==> src/rtl/compressor_pkg.sv <==
// -----------------------------------------------------------------------------
// compressor_pkg
// Shared definitions for the compressor test-harness blocks.
//   CNT_W(w)     : width of a counter that must hold values 0..w inclusive
//   shift_dir_e  : which end of a lane the first serial bit finally lands in
// -----------------------------------------------------------------------------
package compressor_pkg;

    // DIR_MSB_FIRST: new bit enters bit 0, so the first bit ends at the MSB.
    // DIR_LSB_FIRST: new bit enters the top bit, so the first bit ends at the LSB.
    typedef enum logic {
        DIR_MSB_FIRST = 1'b0,
        DIR_LSB_FIRST = 1'b1
    } shift_dir_e;

    function automatic int CNT_W(input int w);
        return $clog2(w + 1);
    endfunction

endpackage

==> src/rtl/operand_shift_lane.sv <==
// -----------------------------------------------------------------------------
// operand_shift_lane
// One serial-to-parallel lane of the operand loader.
// Ports:
//   clk      in   clock
//   rst      in   synchronous active-high reset, clears the lane
//   i_shift  in   shift i_bit into the lane this cycle
//   i_bit    in   serial input bit
//   i_clear  in   clear the lane (word has been emitted)
//   i_count  in   number of valid bits in the post-shift lane
//   o_word   out  post-shift lane contents, aligned for emission
// -----------------------------------------------------------------------------
module operand_shift_lane
    import compressor_pkg::*;
#(
    parameter int WIDTH     = 21,
    parameter int LSB_FIRST = 0
) (
    input  logic                    clk,
    input  logic                    rst,
    input  logic                    i_shift,
    input  logic                    i_bit,
    input  logic                    i_clear,
    input  logic [CNT_W(WIDTH)-1:0] i_count,
    output logic [WIDTH-1:0]        o_word
);

    localparam int         CW  = CNT_W(WIDTH);
    localparam shift_dir_e DIR = (LSB_FIRST != 0) ? DIR_LSB_FIRST : DIR_MSB_FIRST;

    logic [WIDTH-1:0] r_lane;
    logic [WIDTH-1:0] w_next;
    logic [WIDTH-1:0] w_mask;

    always_comb begin
        w_next = r_lane;
        if (i_shift) begin
            w_next = (DIR == DIR_LSB_FIRST) ? {i_bit, r_lane[WIDTH-1:1]}
                                            : {r_lane[WIDTH-2:0], i_bit};
        end
    end

    // Lanes are cleared after every emission, so unfilled bits are already 0.
    // MSB-first words sit right-aligned; the mask only guards that invariant.
    // LSB-first words fill from the top and must be pulled down to bit 0.
    // A shift by i_count==WIDTH yields 0, so the mask becomes all ones.
    assign w_mask = ~({WIDTH{1'b1}} << i_count);
    assign o_word = (DIR == DIR_LSB_FIRST) ? (w_next >> (CW'(WIDTH) - i_count))
                                           : (w_next & w_mask);

    always_ff @(posedge clk) begin
        if (rst || i_clear) begin
            r_lane <= '0;
        end else begin
            r_lane <= w_next;
        end
    end

endmodule

==> src/rtl/operand_shift_loader.sv <==
// -----------------------------------------------------------------------------
// operand_shift_loader
// Shifts NUM_SRC one-bit serial streams into WIDTH-bit lanes and emits the
// complete (or flushed partial) operand words over a valid/ready handshake.
// Ports:
//   clk        in   clock
//   rst        in   synchronous active-high reset
//   in_valid   in   in_bits holds one bit per channel
//   in_ready   out  a beat is accepted this cycle (combinational)
//   in_bits    in   bit i feeds channel i
//   flush      in   emit the partially filled word now
//   out_valid  out  out_data/out_count hold a word
//   out_ready  in   consumer takes the word
//   out_data   out  channel i at [i*WIDTH +: WIDTH]
//   out_count  out  valid bits per lane (WIDTH when full)
// -----------------------------------------------------------------------------
module operand_shift_loader
    import compressor_pkg::*;
#(
    parameter int NUM_SRC   = 21,
    parameter int WIDTH     = 21,
    parameter int LSB_FIRST = 0
) (
    input  logic                     clk,
    input  logic                     rst,
    input  logic                     in_valid,
    output logic                     in_ready,
    input  logic [NUM_SRC-1:0]       in_bits,
    input  logic                     flush,
    output logic                     out_valid,
    input  logic                     out_ready,
    output logic [NUM_SRC*WIDTH-1:0] out_data,
    output logic [CNT_W(WIDTH)-1:0]  out_count
);

    localparam int            CW       = CNT_W(WIDTH);
    localparam logic [CW-1:0] LAST_CNT = CW'(WIDTH - 1);

    logic [CW-1:0]            r_cnt;
    logic [CW-1:0]            w_cnt_next;
    logic                     w_accept;
    logic                     w_emit;
    logic [NUM_SRC*WIDTH-1:0] w_words;

    // No skid buffer: a pending word blocks input until it is taken.
    assign in_ready   = !out_valid || out_ready;
    assign w_accept   = in_valid && in_ready;
    assign w_cnt_next = r_cnt + CW'(w_accept);

    // Flush emits only when there is something to send, counting a beat
    // accepted on the same edge; w_cnt_next != 0 covers both cases.
    assign w_emit = (w_accept && (r_cnt == LAST_CNT)) ||
                    (flush && in_ready && (w_cnt_next != '0));

    for (genvar g = 0; g < NUM_SRC; g++) begin : g_lane
        operand_shift_lane #(
            .WIDTH     (WIDTH),
            .LSB_FIRST (LSB_FIRST)
        ) u_lane (
            .clk     (clk),
            .rst     (rst),
            .i_shift (w_accept),
            .i_bit   (in_bits[g]),
            .i_clear (w_emit),
            .i_count (w_cnt_next),
            .o_word  (w_words[g*WIDTH +: WIDTH])
        );
    end

    // An emission on the same edge as a consume keeps out_valid high,
    // so consecutive words go out without a bubble.
    always_ff @(posedge clk) begin
        if (rst) begin
            r_cnt     <= '0;
            out_valid <= 1'b0;
            out_data  <= '0;
            out_count <= '0;
        end else if (w_emit) begin
            r_cnt     <= '0;
            out_valid <= 1'b1;
            out_data  <= w_words;
            out_count <= w_cnt_next;
        end else begin
            r_cnt <= w_cnt_next;
            if (out_ready) begin
                out_valid <= 1'b0;
            end
        end
    end

endmodule

==> config.mk <==
export PLATFORM = sky130hd
export DESIGN_NAME = operand_shift_loader
export DESIGN_NICKNAME = d
export VERILOG_FILES = /design/src/rtl/compressor_pkg.sv /design/src/rtl/operand_shift_lane.sv /design/src/rtl/operand_shift_loader.sv
export SDC_FILE = /design/constraint.sdc
export NUM_CORES = 2
export LEC_CHECK = 0
export CORE_ASPECT_RATIO = 1.4
export CORE_MARGIN = 4
export CORE_UTILIZATION = 60
export DETAILED_ROUTE_END_ITERATION = 7
export DONT_BUFFER_PORTS = 1
export PLACE_DENSITY = 0.76
export SLEW_MARGIN = 5
export SYNTH_ARGS = -nofsm -noshare
export SYNTH_HDL_FRONTEND = slang
export SYNTH_SLANG_ARGS = --single-unit
export TNS_END_PERCENT = 1
==> constraint.sdc <==
create_clock -name clk -period 3.5 [get_ports clk]
set_input_delay 0.175 -clock clk [delete_from_list [all_inputs] [get_ports clk]]
set_output_delay 0.175 -clock clk [all_outputs]
set_load 0.03 [all_outputs]
# == Word level (Yosys, flattened, before mapping) ==
# Index checks and enable logic that the tools add are counted.
# Widths: inputs -> output; s select.
# word_totals
ramBits,0
rom_bits,0
ff_bits,893
latch_bits,0
mem_count,0
# op_classes
n_shift,1
div,0
muxes,23
n_eq_ne,1
magnitude_cmp,0
mul,0
bitwise,22
reduce_logical,11
n_addsub,1
# op_table
operator,n
$and 21x21->21,21
$mux 21,21
$not 21->21,1
$shl 21x5->21 const A,1
$add 5x1->5,1
$eq 5x5->1 const B,1
$reduce_bool 5->1,1
$logic_and 1x1->1,4
$logic_or 1x1->1,3
$mux 1,2
$reduce_bool 2->1,1
$reduce_or 2->1,1
$logic_not 1->1,1

# == Depth between registers and ports, before layout ==
# depth
word_depth,8
ltp_mapped,13

# == Cells and area by module ==
# From an unflattened synthesis, not the netlist that was laid out.
# hier_totals
cells_unflattened,4277
area_unflattened_um2,37263.2
# by_module_without_submodules
mod,seq_area_each_um2,cells_each,area_per_inst_um2,n_inst
operand_shift_lane,420.4,105,962.2,21
operand_shift_loader,9048.7,2072,17057.6,1

# == Worst setup path after synthesis ==
# Ideal clock, no wire load.
# synth_path
path_type,register to register
start,register out_valid
end,register out_data[426]
n_path_buf,4
required_ns,3.383
path_stages_with_launch,13
slack_ns,0.709
period_less_slack_ns,2.791
arrival_time_ns,2.674
cell_sequence,dfxtp_1 -> nor2b_1 -> buf_4 -> nor3_1 -> ha_1 -> buf_2 -> nand3_1 -> xor2_1 -> and3_1 -> buf_2 -> a221oi_2 -> buf_2 -> a22o_1
# synth_via
elab_chain_cells,7
# synth_rtl
element,line,text
from (decl),operand_shift_loader.sv:30,"output logic out_valid,"
from (signal assigned),operand_shift_loader.sv:75,out_valid <= 1'b0;
from (signal assigned),operand_shift_loader.sv:80,out_valid <= 1'b1;
from (signal assigned),operand_shift_loader.sv:86,out_valid <= 1'b0;
$logic_not 1->1 *,operand_shift_loader.sv:46,assign in_ready = !out_valid || out_ready;
$logic_or 1x1->1 *,operand_shift_loader.sv:46,
$logic_and 1x1->1,operand_shift_loader.sv:47,assign w_accept = in_valid && in_ready;
$add 5x1->5,operand_shift_loader.sv:48,assign w_cnt_next = r_cnt + CW'(w_accept);
$shl 21x5->21 / $reduce_bool 5->1 (equally long branches),"operand_shift_lane.sv:47, operand_shift_loader.sv:53",
$not 21->21 / $logic_and 1x1->1 (equally long branches),"operand_shift_lane.sv:47, operand_shift_loader.sv:53",
$and 21x21->21 / $logic_or 1x1->1 (equally long branches),"operand_shift_lane.sv:49, operand_shift_loader.sv:52",
to (signal assigned),operand_shift_loader.sv:81,out_data <= w_words;
to (decl),operand_shift_loader.sv:32,"output logic [NUM_SRC*WIDTH-1:0] out_data,"
# Mark *: on every way between the ends. The rest lies on a longest branch, timed or not.
# A chain may end at the register's enable or synchronous reset.

# == Worst setup path in the final report ==
# layout_path
start,register r_cnt[0]
end,register g_lane[15].u_lane.r_lane[8]
# layout_via
elab_chain_cells,5
# layout_rtl
element,line,text
from (decl),operand_shift_loader.sv:39,logic [CW-1:0] r_cnt;
from (signal assigned),operand_shift_loader.sv:84,r_cnt <= w_cnt_next;
$add 5x1->5,operand_shift_loader.sv:48,
net g_lane[0].u_lane.i_count[1],operand_shift_lane.sv:24,"input logic [CNT_W(WIDTH)-1:0] i_count,"
$reduce_bool 5->1,operand_shift_loader.sv:53,(flush && in_ready && (w_cnt_next != '0));
$logic_and 1x1->1,operand_shift_loader.sv:53,
$logic_or 1x1->1,operand_shift_loader.sv:52,assign w_emit = (w_accept && (r_cnt == LAST_CNT)) ||
$logic_or 1x1->1,operand_shift_lane.sv:52,if (rst || i_clear) begin
to (signal assigned),operand_shift_lane.sv:55,r_lane <= w_next;
to (decl),operand_shift_lane.sv:31,logic [WIDTH-1:0] r_lane;
# The timed path passes the listed nets, and every way through them passes these cells.

==> reports/results.txt <==
The routed wire length is 95,090 um, and the area growth from synthesis to layout is 15.85%. The logs give 17,880 sq um for the total area of sequential cells and 893 for the sink count of the clock tree. For the count of different cell masters after synthesis, the log shows 52. The overflow left after global routing is 0. After clock tree synthesis, the clock-pin slew on the worst setup and hold paths is 0.07 ns. Detailed placement ended at an HPWL of 60,030 um. For the final antenna-violating net count, the log shows 0. For the length of the first detailed-routing pass in iterations, the log shows 5. After synthesis, the largest family of logic cells by area is compound AO/OA/AOI/OAI gates. The final critical-path share of the clock period works out to 0.9476. Multiplexer share of the synthesized area: 0.1236. The classification of the worst-slack hold path is in -> reg. The final-report max-slew violation count was 0; the area share of xor/xnor cells in the synthesized design was 0.001125. The run gives 193 as the pin count of the biggest net entering global routing.

After the first detailed-routing iteration, the DRC count stood at 1,400. Nature of the critical path startpoint: a flip-flop. The fraction of registers with async set/reset is 0, and the clock period minus worst slack is 3.317 ns. In this run, synthesis inferred 0 flip-flops with an integrated enable.

Setup violations remaining at the end of the flow were counted as 0. Along the worst path, the maximum fanout reaches 84. The die is 200.6 um wide.

The logs give 474 for the boundary pin count and 22.94k for the number of vias after detailed routing. Setup total negative slack on the finished layout was measured at 0 ns. The synthesized area per cell is 10.81 sq um, and the wire length per cell after detailed routing is 25.82 um. The run gives 0.5739 as the post-synthesis sequential area ratio. The global-route total usage across every layer came out at 0.3304. The measured slew at the worst slew-check pin was 0.9959 ns; the number of antenna violations at the first check in global routing was 1.

The total standard cell area after synthesis was 31,150 sq um; the final weighted congestion in routability-driven placement was 0.8910. Dividing the detail-routed via count by the number of cells gives 6.227. STA puts the critical path data arrival time at 3.88 ns. For this run, the leading register cell type out of synthesis is dfxtp_1. Summed over all cells, the static leakage comes to 14.76 nW. The data required time of the critical path was 4.06 ns; the share of synthesized cell area in full adder, half adder and majority cells was 0.0004016. The compound-gate portion of the synthesized area is 0.1492. The post-route DRC violation count was 0; the simple-gate portion of the synthesized area was 0.1086. The logs give 0.62 ns for the insertion delay to the later sink of the worst-skew pair and 2,882 for the gate count of the mapped netlist. The first global-routing pass estimated 144,000 um of wire. The multi-input combinational cells in the finished layout cover a total of 12,090 sq um. The largest clock skew in the final design came out at 0.02526 ns. TritonCTS built the clock tree. The clock tree synthesis step divided the H-tree into 3 levels. The run finished with clean final reports.

The tools report the initial cell density of the core as 0.6078. Setup repair after global routing left no endpoint under its margin. Instance area after placement: 31,380 sq um. The count of buffers inserted at the top-level ports is 0. The relative slew slack is 0.3361. The clock passes through at most 3 buffers. The run gives 0 as the count of yosys warnings during synthesis.

The critical path start-end classification is reg -> reg. The design area was 36,090 sq um; the share of cells above drive strength 1 was 0.07256. The capturing element type of the critical path was a flip-flop. The tools report the max-cap violation count as 0. The logs give 55,680 sq um for the die area and 78 for the number of buffers created by CTS.

The net count of the mapped netlist was 2,909; the maximum clock rate was 301.5 MHz. The region available for standard cell placement spans 51,250 sq um. The maximum vdd ir drop was 485.5 uV; the final layout net count was 3,006. The floorplan has 98 rows. The overall die height is 277.6 um. Total power per unit cell area: 566.7 nW/um^2. The final-layout fill cell count was 3,732.

The register bit total from synthesis is 893, and the via count of the first global-routing pass is 23.24k. The count of endpoints failing hold in the final timing report was 0. The root buffer cell chosen for the clock tree is clkbuf_16.
==> synthesized netlist by cell type (all sizes together) (2+ instances only) <==
cell type / count / share of area
or3: 2 / 0.00040
xor2: 2 / 0.00056
a21bo: 2 / 0.00064
o211ai: 26 / 0.0063
nor3: 160 / 0.026
a221oi: 2 / 0.00096
clkbuf: 107 / 0.013
dfxtp: 893 / 0.57
a21oi: 75 / 0.012
and3: 3 / 0.00060
inv: 5 / 0.00060
buf: 144 / 0.030
a211oi: 3 / 0.00088
a31o: 2 / 0.00056
nand4: 4 / 0.0010
mux2: 6 / 0.0022
mux2i: 378 / 0.12
o2bb2ai: 198 / 0.056
o211a: 23 / 0.0074
nand3: 10 / 0.0016
xnor2: 2 / 0.00056
nand2: 142 / 0.017
nor2: 384 / 0.047
a31oi: 2 / 0.00040
o21ai: 5 / 0.00092
and2: 68 / 0.014
a22o: 218 / 0.061
nor2b: 4 / 0.00080
==> through the flow <==
| step | total power, mW | util | hold WS [ns] | worst slack (ns) | instances |
|---|---|---|---|---|---|
| 2_1_floorplan | 11.73 | - | 0.3421 | 0.7094 | 2882 |
| 3_3_place_gp | 11.95 | 0.6122 | 0.2884 | 0.3864 | 3337 |
| 3_5_place_dp | 11.97 | 0.6122 | 0.2996 | 0.3409 | 3337 |
| 4_1_cts | 20.55 | 0.7026 | 0.02247 | 0.01445 | 3677 |
| 5_1_grt | 21.07 | 0.7042 | 0.07400 | 0.04148 | 3683 |
| 6_report | 20.45 | 0.7042 | 0.05380 | 0.1833 | 3683 |
==> kinds of logic (layout without fill, tap and decap cells) <==
| kind of cell | after synthesis | in the layout |
|---|---|---|
| DFF | 893 | 893 |
| and+or+nand+nor | 780 | 780 |
| AOI/OAI and AO/OA | 563 | 563 |
| muxes | 384 | 384 |
| buffers and inverters | 257 | 407 |
| xor gates and xnor gates | 4 | 4 |
| adders and majority gates | 1 | 1 |
| other | 0 | 1 |
==> state kept, by name (all words and copies together), names as in the netlist <==
name                  count
g_lane.u_lane.r_lane    441
out_count                 5
out_data                441
out_valid                 1
r_cnt                     5
==> final cells by class <==
cell class | count | area share
sequential | 893 | 0.4953
inverter | 6 | 0.0006240
clock buffer | 107 | 0.06213
multi-input combinational | 1732 | 0.3349
tap | 650 | 0.02253
timing repair buffer | 268 | 0.07613
clock inverter | 26 | 0.008320
antenna | 1 | 0.00006934
==> path summary, 6_finish.rpt <==
| check | slack, ns | to | cells after the start | start |
|---|---|---|---|---|
| min reg2reg | 0.50 | g_lane[16].u_lane.r_lane[20] | 2 | g_lane[16].u_lane.r_lane[20] |
| max reg2reg | 0.18 | g_lane[15].u_lane.r_lane[8] | 10 | r_cnt[0] |
| min | 0.05 | out_data[379] | 4 | in_valid |
| max | 0.18 | g_lane[15].u_lane.r_lane[8] | 10 | r_cnt[0] |
==> power by group <==
group	internal (mW)	leakage, nW	total (mW)	switching, mW
logic	0.407	6.31	1.43	1.03
clock network	4.86	1.25	8.61	3.75
registers	10.2	7.20	10.4	0.161
total	15.5	14.8	20.5	4.94
==> cell usage in the layout (no fill, tap or decap), types with 16 or more instances in the layout <==
cell,instances
a21oi_1,70
a22o_1,217
and2_1,68
buf_12,16
buf_4,45
clkbuf_16,79
clkbuf_8,16
dfxtp_1,893
dlygate4sd3_1,206
mux2i_1,378
nand2_1,141
nor2_1,382
nor3_1,156
o211a_1,23
o211ai_1,26
o2bb2ai_1,198
==> routing by layer <==
layer  up-vias  global-route usage  wire [um]
met5         -                   0          0
met4         0              0.2267       7572
met3       264             0.09343       8418
met2       941              0.5485      45370
met1     11300              0.3679      33730
li1      10430                   -          -
==> critical path, cell delays in order (launching register included) <==
cell and delay [ns]:
dfxtp_1 0.33, inv_1 0.07, nor3_2 0.28, ha_2 0.39
inv_1 0.20, o211ai_1 0.27, a21oi_4 0.37, a21oi_4 0.15
buf_12 0.27, nor3_1 0.28, dlygate4sd3_1 0.60
==> repair_timing <==
action                                  4_1_cts  5_1_grt
buffers inserted                              0        5
endpoints found under the setup margin        0       61
hold buffers                                207        0
hold endpoints to repair                    480        0
resized for setup                             0        4
Power figures use the tool's default switching activity.
